### src/rtl/digit_pkg.sv
// Shared definitions for the BCD digit combiner: FSM state encoding and BCD digit limit.
package digit_pkg;

  typedef enum logic [1:0] {
    IDLE  = 2'd0,
    ACCUM = 2'd1,
    ERROR = 2'd2
  } state_t;

  localparam logic [3:0] BCD_MAX = 4'd9;

endpackage

### src/rtl/digit_mac.sv
// Combinational multiply-by-ten-and-add: acc*10 + digit, widened by 4 bits so nothing truncates.
module digit_mac #(
  parameter int BIT_WIDTH = 7
) (
  input  logic [BIT_WIDTH-1:0] i_acc,
  input  logic [3:0]           i_digit,
  output logic [BIT_WIDTH+3:0] o_acc_next
);

  logic [BIT_WIDTH+3:0] w_acc_ext;
  logic [BIT_WIDTH+3:0] w_digit_ext;

  assign w_acc_ext   = {4'b0000, i_acc};
  assign w_digit_ext = (BIT_WIDTH+4)'(i_digit);
  // x*10 as x*8 + x*2
  assign o_acc_next  = (w_acc_ext << 3) + (w_acc_ext << 1) + w_digit_ext;

endmodule

### src/rtl/digit_combiner.sv
// Collects BCD digits MSD-first into a binary value, committing on request or after MAX_DIGITS digits.
module digit_combiner
  import digit_pkg::*;
#(
  parameter int BIT_WIDTH  = 7,
  parameter int MAX_DIGITS = 2,
  parameter int MAX_VALUE  = 99
) (
  input  logic                               clk,
  input  logic                               rst_n,
  input  logic [3:0]                         digit_in,
  input  logic                               digit_valid,
  output logic                               digit_ready,
  input  logic                               commit,
  input  logic                               clear,
  output logic [BIT_WIDTH-1:0]               count_data,
  output logic                               data_valid,
  output logic                               error,
  output logic [$clog2(MAX_DIGITS+1)-1:0]    digit_count
);

  localparam int CW = $clog2(MAX_DIGITS + 1);
  localparam logic [CW-1:0]          LAST_IDX = CW'(MAX_DIGITS - 1);
  localparam logic [BIT_WIDTH+3:0]   MAX_EXT  = (BIT_WIDTH+4)'(MAX_VALUE);

  state_t               r_state;
  logic [BIT_WIDTH-1:0] r_acc;
  logic [CW-1:0]        r_digit_count;
  logic [BIT_WIDTH-1:0] r_count_data;
  logic                 r_data_valid;
  logic                 r_error;

  logic [BIT_WIDTH+3:0] w_acc_next;
  logic                 w_accept;
  logic                 w_bad_digit;
  logic                 w_overflow;
  logic                 w_last;
  logic                 w_ready;

  digit_mac #(
    .BIT_WIDTH(BIT_WIDTH)
  ) u_mac (
    .i_acc      (r_acc),
    .i_digit    (digit_in),
    .o_acc_next (w_acc_next)
  );

  assign w_ready     = (r_state != ERROR) && !r_data_valid;
  assign w_accept    = digit_valid && w_ready;
  assign w_bad_digit = digit_in > BCD_MAX;
  assign w_overflow  = w_acc_next > MAX_EXT;
  assign w_last      = r_digit_count == LAST_IDX;

  always_ff @(posedge clk or negedge rst_n) begin
    if (!rst_n) begin
      r_state       <= IDLE;
      r_acc         <= '0;
      r_digit_count <= '0;
      r_count_data  <= '0;
      r_data_valid  <= 1'b0;
      r_error       <= 1'b0;
    end else begin
      r_data_valid <= 1'b0;
      if (clear) begin
        r_state       <= IDLE;
        r_acc         <= '0;
        r_digit_count <= '0;
        r_error       <= 1'b0;
      end else begin
        case (r_state)
          IDLE, ACCUM: begin
            if (w_accept) begin
              if (w_bad_digit || w_overflow) begin
                r_state <= ERROR;
                r_error <= 1'b1;
              end else if (commit || w_last) begin
                // A good digit arriving with commit is folded into the committed value
                r_count_data  <= w_acc_next[BIT_WIDTH-1:0];
                r_data_valid  <= 1'b1;
                r_acc         <= '0;
                r_digit_count <= '0;
                r_state       <= IDLE;
              end else begin
                r_acc         <= w_acc_next[BIT_WIDTH-1:0];
                r_digit_count <= r_digit_count + 1'b1;
                r_state       <= ACCUM;
              end
            end else if (commit && (r_state == ACCUM)) begin
              r_count_data  <= r_acc;
              r_data_valid  <= 1'b1;
              r_acc         <= '0;
              r_digit_count <= '0;
              r_state       <= IDLE;
            end
          end
          default: begin
            r_state <= ERROR;
          end
        endcase
      end
    end
  end

  assign digit_ready = w_ready;
  assign count_data  = r_count_data;
  assign data_valid  = r_data_valid;
  assign error       = r_error;
  assign digit_count = r_digit_count;

endmodule

### config.mk
export PLATFORM = sky130hd
export DESIGN_NAME = digit_combiner
export DESIGN_NICKNAME = d
export VERILOG_FILES = /design/src/rtl/digit_pkg.sv /design/src/rtl/digit_mac.sv /design/src/rtl/digit_combiner.sv
export SDC_FILE = /design/constraint.sdc
export NUM_CORES = 1
export LEC_CHECK = 0
export ABC_AREA = 1
export CAP_MARGIN = 20
export CORE_MARGIN = 2
export CORE_UTILIZATION = 40
export DETAILED_ROUTE_END_ITERATION = 7
export MAX_ROUTING_LAYER = met4
export PLACE_DENSITY = 0.61
export SLEW_MARGIN = 0
export SYNTH_ARGS = -nofsm -noshare
export SYNTH_HDL_FRONTEND = slang
export SYNTH_SLANG_ARGS = --single-unit
### constraint.sdc
create_clock -name clk -period 2.6 [get_ports clk]
set_input_delay 0.52 -clock clk [delete_from_list [all_inputs] [get_ports clk]]
set_output_delay 0.52 -clock clk [all_outputs]
set_load 0.01 [all_outputs]
==> results.yml <==
worst_setup_path:
  critical_path.slowest_cell: "fa_1"
  crit_path_end_kind: "flop"
  required_ps: 2740
  critical_path.top_delay_family: "simple AND/OR/NAND/NOR gates"
  startpoint_type: "flop"
  slowest_delay_ps: 490
  crit_path_frequent_cell: "nand2_1"
  worstPathCellList: "inv_2, fa_1, inv_2, fa_2, nand2_1, nand2_2, nand2_2, nor2_2, nor2_1, nand2_1, nor2_2, nand2_4, nand3_4, nand3_4, nand2_1, nand2_1"
  crit_type: "flop to flop"
  cp_num_buf_inv: 2
  crit_path_max_fanout: 6
  arrival_ps: 2760
logic_synthesis:
  synthDistinctLibCells: 24
  ys_ff_latch: 20
  postSynthCellCount: 219
  syn-cell-area_sq_um: 1570
  ys_warn_count: 0
  synth_area_leaders: "dfrtp_1, nand2_1, ha_1, nand4_1, inv_1"
  synth_top_area_share_pct: 31.8
  yosysTopAreaCell: "dfrtp_1"
  ys_seq_area_share_pct: 31.8
  synth_nets: 244
  syn-mean-instance-area_sq_um: 7.19
sta:
  max_slew_margin_pct: 68.2
  setup_ws_ps: -12.7
  fin_crit_ps: 2610
  final-max-slew-violation-count: 0
  rsz0062_at_grt: "yes"
  finalSetupViolCount: 5
  finalHoldViolCount: 0
  period_share_pct: 100
  max_freq_mhz: 383
  worst_pin_slew_ps: 475
  fin_skew_ps: 6.50
  hold_ws_ps: 476
  tns_ps: -28.8
placement:
  gp_congestion: 0.854
  place_ws_ps: -669
  place_hpwl_mm: 2.89
  placement.io_buffers: 20
floorplan:
  rows: 22
  core_area_sq_um: 3720
  initial_utilization_pct: 42.4
  dieArea_sq_um: 4450
  die_h_microns: 66.7
  dieWidth_microns: 66.7
  io_pins: 21
power_and_ir_drop:
  p_per_area_nw_per_um2: 449
  p_leak_nw: 1.11
  ir_drop_v: 0.000414
route:
  drc_errors: 0
  drt_first_pass_iters: 4
  wl_mm: 3.95
  drt.antenna.violating_nets: 0
  vias_per_cell: 4.98
  wl_per_cell_microns: 12.9
  vias: 1520
  drt_iter0_drc: 96
global_routing:
  grt_pass1_vias: 1361
  antenna_found_initial: 0
  grt_pass1_wl_mm: 6.42
  grt-ovfl-total: 0
  track_usage_pct: 19.9
  grt_max_degree: 21
finish:
  drive_gt1_share_pct: 26.5
  regArea_sq_um: 500
  insertedDiodeCount: 0
  area.growth.synth_to_final_pct: 35.9
  fin_nets: 284
  multi_input_area_sq_um: 1100
  fill_cells: 377
min_path:
  hold_path.class: "flop to flop"
clock_tree:
  hold_buffers: 0
  numCtsBuffers: 3
  cts.clk_slew.worst_paths_ps: 70
  cts-root-buf: "clkbuf_8"
  cts_tree: "yes"
  clockBufferDepth: 2
  h-tree-depth: 1
  cts.sinks: 20
  clk_latency_ps: 260
outcome:
  violations: "negative setup slack"
  outcome: "finished with violations"
job:
  max_cap_viol_count: 0
-- kinds of logic after synthesis --
kind of cell               after synthesis  synth area share, %
AOI/OAI and AO/OA                       13                 5.88
DFF                                     20                 31.8
and+or+nand+nor                        137                 40.3
buffers and inverters                   32                 7.79
xor gates and xnor gates                 1                0.557
adders and majority gates               16                 13.7
-- routing by layer --
| metal | GRT usage (%) | wire, microns | vias up |
|---|---|---|---|
| met1 | 27.6 | 1980 | 695 |
| met3 | 3.21 | 149 | 4 |
| met5 | - | 0 | - |
| li1 | - | - | 787 |
| met2 | 30.5 | 1790 | 34 |
| met4 | 5.10 | 28 | 0 |
-- registers in the layout, indices dropped and copies added, names as in the netlist --
signal	count
r_state	2
r_acc	7
count_data	7
error	1
digit_count	2
data_valid	1
-- cell usage after synthesis --
cell type and count:
nand2_1 82, inv_1 24, dfrtp_1 20, nor2_1 16, nand4_1 15, ha_1 14, nand3_1 12, o21ai_0 8
inv_2 6, nor2_2 3, a21oi_4 2, fa_1 2, nand2_2 2, nand3_2 2, o31ai_1 2, a21oi_1 1
and2_1 1, clkbuf_1 1, inv_4 1, nand2_4 1, nand3_4 1, nand4_4 1, nor3_1 1, xnor2_1 1
-- per-stage QoR --
stage / cell area (sq um) / std cells / power, mW / utilization (%)
after floorplan: 1590 / 219 / 0.570 / -
after global placement: 1950 / 300 / 0.727 / 52.6
after detailed placement: 1950 / 300 / 0.729 / 52.6
after CTS: 2090 / 305 / 0.950 / 56.2
after global routing: 2140 / 305 / 1.02 / 57.6
final: 2140 / 305 / 0.961 / 57.6
-- worst register-to-register path, cell delays in order, from the launching register on --
cell and delay [ps]:
dfrtp_1 390, inv_2 60, fa_1 490, inv_2 60, fa_2 370, nand2_1 90, nand2_2 80, nand2_2 90
nor2_2 40, nor2_1 90, nand2_1 60, nor2_2 120, nand2_4 100, nand3_4 170, nand3_4 140, nand2_1 100
nand2_1 50
-- path summary, 6_finish.rpt --
path | start | to | slack (ps) | depth (start not counted)
worst min register to register | count_data[6] | count_data[6] | 480 | 2
worst min-delay path | count_data[6] | count_data[6] | 480 | 2
worst max register to register | r_acc[0] | r_acc[3] | -10 | 16
max in group asynchronous | rst_n | r_acc[2] | 1790 | 2
min in group asynchronous | rst_n | count_data[6] | 600 | 2
worst max-delay path | r_acc[0] | r_acc[3] | -10 | 16
-- timing repair --
item,4_1_cts,5_1_grt
setup endpoints to repair,20,19
pin swaps,20,19
gates cloned,1,0
gates resized for setup,23,17
buffers inserted,1,0
-- cells in the final DEF (no fill, tap or decap), types with 2 or more instances in the layout --
master,n
a21oi_4,2
buf_4,11
buf_6,4
clkbuf_8,3
clkdlybuf4s50_1,17
dfrtp_1,20
dlygate4sd2_1,2
ha_1,10
ha_4,3
inv_1,22
inv_2,8
nand2_1,67
nand2_2,15
nand2_4,3
nand3_1,8
nand3_2,5
nand3_4,3
nand4_1,15
nor2_1,14
nor2_2,5
o21ai_0,8
o31ai_1,2
-- layout make-up --
type / instances / area share (%)
Tap cell: 48 / 2.81
Multi-Input combinational cell: 168 / 51.3
Timing Repair Buffer: 35 / 15.0
Clock buffer: 3 / 1.93
Inverter: 31 / 5.56
Sequential cell: 20 / 23.4
-- power by group --
| part | total (mW) | switching [mW] | internal (mW) |
|---|---|---|---|
| combinational | 0.383 | 0.209 | 0.174 |
| clock | 0.199 | 0.0956 | 0.103 |
| sequential | 0.379 | 0.0297 | 0.349 |
(Power assumes the default switching activity.)
